$ cat src/rtl/pipeline_stall_ctrl.sv
// Pipeline freeze/flush controller: Mealy hold/flush/bubble controls, sticky stall-overrun flag.
// Optional performance counters are built only when PIPE_PERF_COUNT_EN is defined.
module pipeline_stall_ctrl #(
  parameter int unsigned MAX_STALL = 3,
  parameter int unsigned CNT_W     = 32
) (
  input  logic             clk,
  input  logic             rst_n,
  input  logic             hazard_detected,
  input  logic             branch_taken,
  input  logic             mem_ready,
  input  logic             clr_counters,
  output logic             freeze_if,
  output logic             flush_if_id,
  output logic             bubble_id,
  output logic             freeze_back,
  output logic             stall_overrun,
  output logic [2:0]       state_o,
  output logic [CNT_W-1:0] stall_cycles,
  output logic [CNT_W-1:0] flush_count,
  output logic [CNT_W-1:0] mem_wait_cycles
);

  localparam int unsigned RunW = $clog2(MAX_STALL + 2);
  localparam logic [RunW-1:0] RunMax = RunW'(MAX_STALL);
  localparam logic [RunW-1:0] RunSat = RunW'(MAX_STALL + 1);

  typedef enum logic [2:0] {
    StInit    = 3'd0,
    StRun     = 3'd1,
    StStall   = 3'd2,
    StFlush   = 3'd3,
    StMemWait = 3'd4
  } cls_e;

  cls_e            state_q, dec_cls, cls;
  logic [RunW-1:0] run_q, run_d;
  logic            overrun_q;

  always_comb begin
    dec_cls = StRun;
    if (!mem_ready)           dec_cls = StMemWait;
    else if (branch_taken)    dec_cls = StFlush;
    else if (hazard_detected) dec_cls = StStall;
    cls = (state_q == StInit) ? StInit : dec_cls;
  end

  always_comb begin
    freeze_if   = 1'b0;
    flush_if_id = 1'b0;
    bubble_id   = 1'b0;
    freeze_back = 1'b0;
    case (cls)
      StInit, StFlush: begin
        flush_if_id = 1'b1;
        bubble_id   = 1'b1;
      end
      StStall: begin
        freeze_if = 1'b1;
        bubble_id = 1'b1;
      end
      StMemWait: begin
        freeze_if   = 1'b1;
        freeze_back = 1'b1;
      end
      default: ;
    endcase
  end

  // A memory wait freezes the whole pipeline, so it must not break a stall run.
  always_comb begin
    run_d = '0;
    if (cls == StStall) begin
      run_d = (run_q == RunSat) ? run_q : run_q + RunW'(1);
    end else if (cls == StMemWait) begin
      run_d = run_q;
    end
  end

  // From INIT the next state comes straight from the priority decode.
  always_ff @(posedge clk or negedge rst_n) begin
    if (!rst_n) begin
      state_q   <= StInit;
      run_q     <= '0;
      overrun_q <= 1'b0;
    end else begin
      state_q   <= dec_cls;
      run_q     <= run_d;
      overrun_q <= overrun_q | ((cls == StStall) && (run_q == RunMax));
    end
  end

  assign state_o       = state_q;
  assign stall_overrun = overrun_q;

`ifdef PIPE_PERF_COUNT_EN
  logic [CNT_W-1:0] stall_q, flush_q, mem_q;

  always_ff @(posedge clk or negedge rst_n) begin
    if (!rst_n) begin
      stall_q <= '0;
      flush_q <= '0;
      mem_q   <= '0;
    end else if (clr_counters) begin
      stall_q <= '0;
      flush_q <= '0;
      mem_q   <= '0;
    end else begin
      if ((cls == StStall) && !(&stall_q))   stall_q <= stall_q + CNT_W'(1);
      if ((cls == StFlush) && !(&flush_q))   flush_q <= flush_q + CNT_W'(1);
      if ((cls == StMemWait) && !(&mem_q))   mem_q   <= mem_q + CNT_W'(1);
    end
  end

  assign stall_cycles    = stall_q;
  assign flush_count     = flush_q;
  assign mem_wait_cycles = mem_q;
`else
  logic unused_clr_counters;
  assign unused_clr_counters = clr_counters;
  assign stall_cycles        = '0;
  assign flush_count         = '0;
  assign mem_wait_cycles     = '0;
`endif

endmodule

$ cat config.mk
export PLATFORM = sky130hd
export DESIGN_NAME = pipeline_stall_ctrl
export DESIGN_NICKNAME = d
export VERILOG_FILES = /design/src/rtl/pipeline_stall_ctrl.sv
export SDC_FILE = /design/constraint.sdc
export NUM_CORES = 1
export LEC_CHECK = 0
export ABC_AREA = 1
export BUFFER_PORTS_ARGS = -buffer_cell sky130_fd_sc_hd__buf_2
export CAP_MARGIN = 25
export CORE_ASPECT_RATIO = 2
export CORE_MARGIN = 1.5
export CORE_UTILIZATION = 34
export CTS_CLUSTER_SIZE = 14
export DETAILED_ROUTE_END_ITERATION = 10
export GPL_ROUTABILITY_DRIVEN = 0
export PLACE_DENSITY = 0.76
export SETUP_SLACK_MARGIN = 0.3
export SYNTH_ARGS = -nofsm -noshare
export SYNTH_HDL_FRONTEND = slang
export SYNTH_SLANG_ARGS = --single-unit
$ cat constraint.sdc
create_clock -name clk -period 2.82 [get_ports clk]
set_input_delay 0.141 -clock clk [delete_from_list [all_inputs] [get_ports clk]]
set_output_delay 0.141 -clock clk [all_outputs]
set_load 0.03 [all_outputs]
# Word-level counts from Yosys, hierarchy flattened
# Cells that the tools add are included.
totals:
  elab_cells: 30
  mem_bits_rw: 0
  latchBits: 0
  romBits: 0
  reg_bits: 7
  mem_count: 0
  out_inout_bits: 104
classes:
  n_mux: 11
  n_addsub: 1
  mul: 0
  magnitude_cmp: 0
  shift: 0
  bitwise_logic: 1
  reduce_logical: 7
  eq_ne: 7
  div: 0
op_table:
  columns: ["operator", "count"]
  rows:
  - ["two-way mux 3 bit", 5]
  - ["== test 3 x 2 -> 1 bit (second input constant)", 3]
  - ["== test 3 bit (second input constant)", 2]
  - ["zero test 3 bit", 2]
  - ["two-way mux 1 bit", 4]
  - ["two-way mux 2 bit", 2]
  - ["!= test 2 bit (second input constant)", 2]
  - ["OR reduction 2 bit", 2]
  - ["adder 3 x 1 -> 3 bit (second input constant)", 1]
  - ["OR reduction 3 bit", 1]
  - ["AND reduction 2 bit", 1]
  - ["logical AND 1 bit", 1]
  - ["OR 1 bit", 1]

# Logic depth before layout (Yosys ltp)
# Gate-level depths: netlist of run 1.
depth:
  word_depth: 7
  depth_mapped: 7
  depth_no_buf: 7

# Worst setup path before layout of run 1
# No wires, ideal clock.
synth_path:
  path_kind: "register to output"
  from: "register state_q[0] (netlist: state_o[0])"
  to: "output freeze_back"
  arrival_ns: 1.182
  stages_incl_launch_ff: 3
  slack_ns: 1.497
  path_cell_list: "dfrtp_1 > inv_1 > a21oi_1"
synth_via:
  elab_chain_cells: 4
synth_rtl:
  columns: ["element", "line", "source"]
  rows:
  - ["start: declaration", "36", "cls_e state_q, dec_cls, cls;"]
  - ["start signal: assignment", "83", "state_q <= StInit;"]
  - ["start signal: assignment", "87", "state_q <= dec_cls;"]
  - ["zero test 3 bit", "45", "cls = (state_q == StInit) ? StInit : dec_cls;"]
  - ["two-way mux 3 bit", "45", null]
  - ["== test 3 bit", "53", "case (cls)"]
  - ["two-way mux 1 bit", "53", null]
  - ["end: declaration", "16", "output logic freeze_back,"]
# No other way between the ends.

# Worst setup path in the final report of run 1
layout_path:
  from: "register state_q[1] (netlist: state_o[1])"
  to: "output freeze_if"
layout_via:
  elab_chain_cells: 5
layout_rtl:
  columns: ["element", "line", "source"]
  rows:
  - ["zero test 3 bit (*)", "45", null]
  - ["two-way mux 3 bit (*)", "45", null]
  - ["== test 3 x 2 -> 1 bit / == test 3 bit (equally long branches)", "53", null]
  - ["OR reduction 2 bit (no source line) (*)", null, null]
  - ["two-way mux 1 bit (*)", "53", null]
  - ["end: declaration", "13", "output logic freeze_if,"]
# Every way passes the cells marked *; elsewhere a longest branch is shown, timed or not.

==> results of run 1 <==
[worst max-delay path, stage by stage, from the launching register on]
cell and delay, ps:
dfrtp_1 400, nor2_4 160, nand2_2 90, nand2_1 70, inv_1 70, buf_2 180
[cell usage in the layout, fill, tap and decap left out]
master,instances
a21oi_1,1
a21oi_4,1
buf_2,12
clkbuf_1,1
clkbuf_8,3
conb_1,96
dfrtp_1,7
dlygate4sd3_1,1
ha_1,3
inv_1,12
inv_2,2
nand2_1,11
nand2_2,1
nand3_1,4
nand4_1,3
nand4_2,1
nor2_1,1
nor2_4,1
[layout make-up]
type,instances,area share
timing repair buffer,13,0.0766
clock buffer,4,0.0492
multi-input combinational,123,0.583
tap,31,0.0424
sequential,7,0.192
inverter,14,0.0575
[cells by family after synthesis]
kind of cell	Yosys count	share of synthesized area
AOI/OAI and AO/OA	2	0.0189
DFF	7	0.156
and+or+nand+nor	22	0.101
buffers and inverters	110	0.687
other	1	0.00333
adders and majority gates	3	0.0334
[registers in the layout, summed over array words and instances (netlist names)]
signal         flops
state_o            3
run_q              3
stall_overrun      1
[per-stage QoR]
stage           util  area [sq um]  worst slack (ps)
2_1_floorplan      -          1480              1500
3_3_place_gp   0.272           860              1680
3_5_place_dp   0.272           860              1650
4_1_cts        0.290           915              1450
5_1_grt        0.290           915              1420
6_report       0.290           915              1470
[worst min-delay path by stage]
| stage | start | to | slack (ps) | cells after the start |
|---|---|---|---|---|
| CTS | mem_ready | state_o[2] | 110 | 2 |
| global route | mem_ready | state_o[2] | 120 | 2 |
| global placement | rst_n | stall_overrun | -20 | 1 |
| floorplan | rst_n | run_q[0] | -150 | 0 |
| finish | mem_ready | state_o[2] | 120 | 2 |
| detailed placement | rst_n | stall_overrun | -20 | 1 |
[power by group through the flow]
stage / sequential, mW / combinational (mW) / clock (mW)
floorplan: 0.118 / 0.303 / 0
global route: 0.112 / 0.239 / 0.149
finish: 0.112 / 0.226 / 0.143
detailed placement: 0.113 / 0.223 / 0
CTS: 0.112 / 0.225 / 0.148
global placement: 0.113 / 0.222 / 0
[per-layer routing]
metal / wire [um] / part of all wire
met1: 285 / 0.23
met2: 624 / 0.51
met3: 259 / 0.21
met4: 58 / 0.047
met5: 0 / 0
[what timing repair did]
action	4_1_cts	5_1_grt
hold buffers	1	0
endpoints found under the hold margin	7	0
buffers inserted	0	0
==> impl_metrics.csv, run 1 <==
group,metric,value,unit
final_layout,final.fill_count,367,
detailed_routing,routed_via_density,3.22,
power_and_ir_drop,switching_power,0.258,mW
final_layout,stdcell_count,192,
timing,hold_viol,0,
clock_network,clock_path_buffers,2,
final_layout,multi_input_area,533,sq um
global_routing,grt_first_pass_wirelength,1470,um
clock_network,cts.sinks,7,
logic_synthesis,synthCells,145,
status,status,"finished clean",
global_routing,met1_usage,0.0342,
power_and_ir_drop,total_power,0.481,mW
power_and_ir_drop,p_clk_frac,0.297,
place,port_buffers,12,
min_path,hp-class,"in -> reg",
final_layout,seq_area,175,sq um
timing,rsz0062_at_grt,"false",
timing,min_period,1350,ps
logic_synthesis,synth.area.top_cells,"buf_4 (64%), dfrtp_1 (16%), inv_1 (4.0%)",
logic_synthesis,syn_avg_cell_area,7.76,sq um
final_layout,diodes,0,
logic_synthesis,synth_top_area_cell,"buf_4",
detailed_routing,drt-initial-drc-count,2,
global_routing,antenna_found_initial,0,
logic_synthesis,synth_ff_type,"dfrtp_1",
detailed_routing,wire_per_inst,6.39,um
timing,holdWs,116,ps
logic_synthesis,synthTopCellsByCount,"buf_4 (96), inv_1 (12), nand2_1 (11), dfrtp_1 (7), nand3_1 (4)",
critical_path,critPathLaunchType,"flip-flop",
final_layout,drive_above_1_share,0.130,
floorplanning,row_count,29,
power_and_ir_drop,p_int,0.223,mW
logic_synthesis,yosysTopAreaCellShare,0.641,
global_routing,grt_use_total,0.0591,
detailed_routing,dr.pass1.iters,4,
clock_network,cts_buffers,3,
timing,slew_viol_final,0,
global_routing,busiest_layer,"met2",
global_routing,grt_max_degree,8,
critical_path,r2r_setup_slack,1640,ps
critical_path,critPathMaxFanout,4,
critical_path,path_class,"reg -> out",
global_routing,grt_remaining_overflow,0,
critical_path,r2r-end,"run_q[2]",
timing,clock_skew,3.29,ps
run,drv_cap,0,
floorplanning,die_y,84.3,um
logic_synthesis,synth_most_common_cell,"buf_4",
logic_synthesis,mappedNetlistArea,0.00112,sq mm
clock_network,root_buffer,"clkbuf_8",
global_routing,grt_pass1_vias,406,
detailed_routing,vias,618,
final_layout,syn2layout_area_growth,-18.7,%
critical_path,r2r_cells,6,
logic_synthesis,yosys_warnings,0,
critical_path,crit_path_start,"state_o[1]",
floorplanning,io_pins,110,
floorplanning,dieArea,0.00368,sq mm
clock_network,cts_resized,0,
floorplanning,initial_core_util,0.356,
detailed_routing,drc,0,
critical_path,required,2680,ps
clock_network,cts_tree,"done",
timing,max_freq,0.740,GHz
clock_network,ctsHtreeMaxLevel,1,
place,place_inst,187,
critical_path,reg2reg_from,"run_q[0]",
power_and_ir_drop,swShare,0.537,
power_and_ir_drop,p_seq_frac,0.232,
logic_synthesis,synth_cell_types,15,
logic_synthesis,synth_edf_count,0,
power_and_ir_drop,combPwrFrac,0.471,
logic_synthesis,ys_seq_elements,7,
final_layout,nets,171,
detailed_routing,antenna_left,0,
logic_synthesis,seq_area_frac_synth,0.156,
power_and_ir_drop,ir_drop,123,uV
clock_network,insertion_delay,230,ps
clock_network,clkTransAtPathRegs,40,ps
power_and_ir_drop,p_leak,0.625,nW
critical_path,crit_path_end_kind,"output port",
global_routing,use_met3,0.0366,
floorplanning,die_w,43.7,um
timing,setup_violations,0,
critical_path,arrival,1210,ps
power_and_ir_drop,pwr_density_cell,526,mW/mm^2
timing,setup-tns-final,0,ps
place,hpwl,1100,um
critical_path,setup.worst_path.end,"freeze_if",
global_routing,use_met2,0.100,
detailed_routing,routed_wirelength,1230,um
floorplanning,coreArea,0.00316,sq mm
timing,period_share,0.479,
logic_synthesis,synthArstFlopShare,1.00,
Power figures use the tool's default switching activity.
==> run 2, diff against run 1 <==
clock period = 1.3 ns   (was 2.82 ns; I/O delays follow)
==> run 2 against run 1 <==
Effect of this change:
- register-to-register slack got worse by 1500 ps
- wire length increased by 14%
- global-route usage grew 0.67 points
- first-iteration DRC count down 100%
- largest cell class unchanged
- worst hold slack worse by 55 ps
- largest power group unchanged
==> impl_metrics.csv, run 2 (same netlist as run 1, synthesis figures left out) <==
group,metric,value,unit
clock_network,cts_buffers,3,
critical_path,slowest_delay,410,ps
clock_network,cts.sinks,7,
place,pre_cts_ws,96.0,ps
critical_path,crit_path_end_kind,"output port",
timing,slew_viol_final,0,
floorplanning,die_w,43.7,um
critical_path,critPathLaunchType,"flip-flop",
power_and_ir_drop,pwr_density_cell,1030,mW/mm^2
final_layout,syn2layout_area_growth,-3.89,%
global_routing,grt_first_pass_wirelength,1810,um
detailed_routing,drt-initial-drc-count,0,
run,drv_cap,0,
final_layout,diodes,0,
global_routing,grt_max_degree,8,
min_path,hold_start,"mem_ready",
timing,holdWs,61.3,ps
floorplanning,row_count,29,
clock_network,ctsHtreeMaxLevel,1,
timing,setup_violations,0,
critical_path,required,1240,ps
detailed_routing,dr.pass1.iters,1,
critical_path,r2r_setup_slack,180,ps
detailed_routing,vias,650,
floorplanning,io_pins,110,
critical_path,crit_buf_inv,3,
timing,max_freq,0.836,GHz
floorplanning,dieArea,0.00368,sq mm
power_and_ir_drop,p_leak,0.669,nW
global_routing,grt_pass1_vias,459,
detailed_routing,antenna_left,0,
critical_path,cp_common_cell,"buf_6",
power_and_ir_drop,p_clk_frac,0.274,
place,hpwl,1170,um
critical_path,cp_top_family,"flip-flops",
status,status,"finished clean",
final_layout,nets,179,
critical_path,arrival,1130,ps
floorplanning,initial_core_util,0.356,
timing,setup-tns-final,0,ps
timing,setup_ws,104,ps
clock_network,insertion_delay,230,ps
power_and_ir_drop,p_int,0.534,mW
critical_path,path_class,"reg -> out",
timing,min_period,1200,ps
detailed_routing,routed_via_density,3.25,
clock_network,cts_tree,"done",
global_routing,grt_remaining_overflow,0,
critical_path,reg2reg_from,"run_q[1]",
detailed_routing,routed_wirelength,1400,um
clock_network,clkTransAtPathRegs,40,ps
timing,clock_skew,0.379,ps
power_and_ir_drop,swShare,0.522,
floorplanning,die_y,84.3,um
timing,period_share,0.920,
detailed_routing,wire_per_inst,6.99,um
final_layout,final_common_cell,"conb_1",
final_layout,drive_above_1_share,0.278,
final_layout,stdcell_count,200,
critical_path,r2r_cells,5,
critical_path,crit_path_top_delay_cell,"dfrtp_2",
detailed_routing,drc,0,
min_path,hp-class,"in -> reg",
clock_network,clock_path_buffers,2,
timing,hold_viol,0,
final_layout,final.fill_count,339,
clock_network,root_buffer,"clkbuf_8",
global_routing,grt_use_total,0.0658,
critical_path,cp_cell_sequence,"nor2_4 > buf_6 > a21oi_4 > inv_2 > buf_6",
power_and_ir_drop,ir_drop,342,uV
critical_path,critPathMaxFanout,3,
critical_path,r2r-end,"run_q[2]",
power_and_ir_drop,switching_power,0.584,mW
floorplanning,coreArea,0.00316,sq mm
global_routing,antenna_found_initial,0,
timing,rsz0062_at_grt,"true",
place,place_inst,187,
place,port_buffers,12,
min_path,min_path_cells,2,
power_and_ir_drop,combPwrFrac,0.507,
final_layout,final_cell_mix,"conb_1 (96), inv_1 (8), nand2_1 (8), buf_2 (8)",
min_path,hold_end,"state_o[2]",
power_and_ir_drop,p_seq_frac,0.219,
-- run 2: cell types whose count changed in the layout (fill, tap and decap cells not counted), sizes merged --
cell	previous run	this run
buf	12	20
-- run 2: metrics by stage --
stage	util	power, mW	cell area, sq um
floorplan	-	0.927	1510
global placement	0.283	0.741	892
finish	0.342	1.12	1080
CTS	0.324	1.09	1020
global route	0.342	1.18	1080
detailed placement	0.283	0.744	892
-- run 2: final cells by class --
cell class                      count  area, sq um  share of cell area
Sequential cell                     7          179               0.166
Inverter                           14         55.1              0.0509
Timing Repair Buffer               21          163               0.150
Multi-Input combinational cell    123          601               0.556
Clock buffer                        4         45.0              0.0417
Tap cell                           31         38.8              0.0359
-- run 2: worst max path at each step --
stage / cells past startpoint / start / slack, ps / end
after detailed placement: 6 / run_q[0] / 100 / run_q[2]
after global placement: 6 / run_q[0] / 130 / run_q[1]
after floorplan: 6 / state_o[2] / 200 / run_q[0]
final: 5 / state_o[2] / 100 / flush_if_id
after global routing: 5 / state_o[2] / 60 / flush_if_id
after CTS: 5 / state_o[1] / 80 / freeze_if
-- run 2: repair_timing --
action                                  4_1_cts  5_1_grt
gates resized for setup                      10       10
endpoints found under the hold margin         7        0
buffers inserted                              5        3
endpoints found under the setup margin        8        8
hold buffers                                  1        0
pin swaps                                     4        8
-- run 2: power groups by stage --
stage          Sequential [mW]  Combinational [mW]  Clock (mW)
2_1_floorplan            0.259               0.668           0
4_1_cts                  0.244               0.534       0.315
3_5_place_dp             0.248               0.496           0
5_1_grt                  0.247               0.600       0.329
6_report                 0.245               0.567       0.306
3_3_place_gp             0.247               0.493           0
-- run 2: per-layer routing --
layer  wire length, um  up-vias  global-route usage
met3               240        5              0.0172
met2               788       74               0.118
met5                 0        -                   0
li1                  -      293                   -
met1               319      278              0.0540
met4                48        0              0.0579
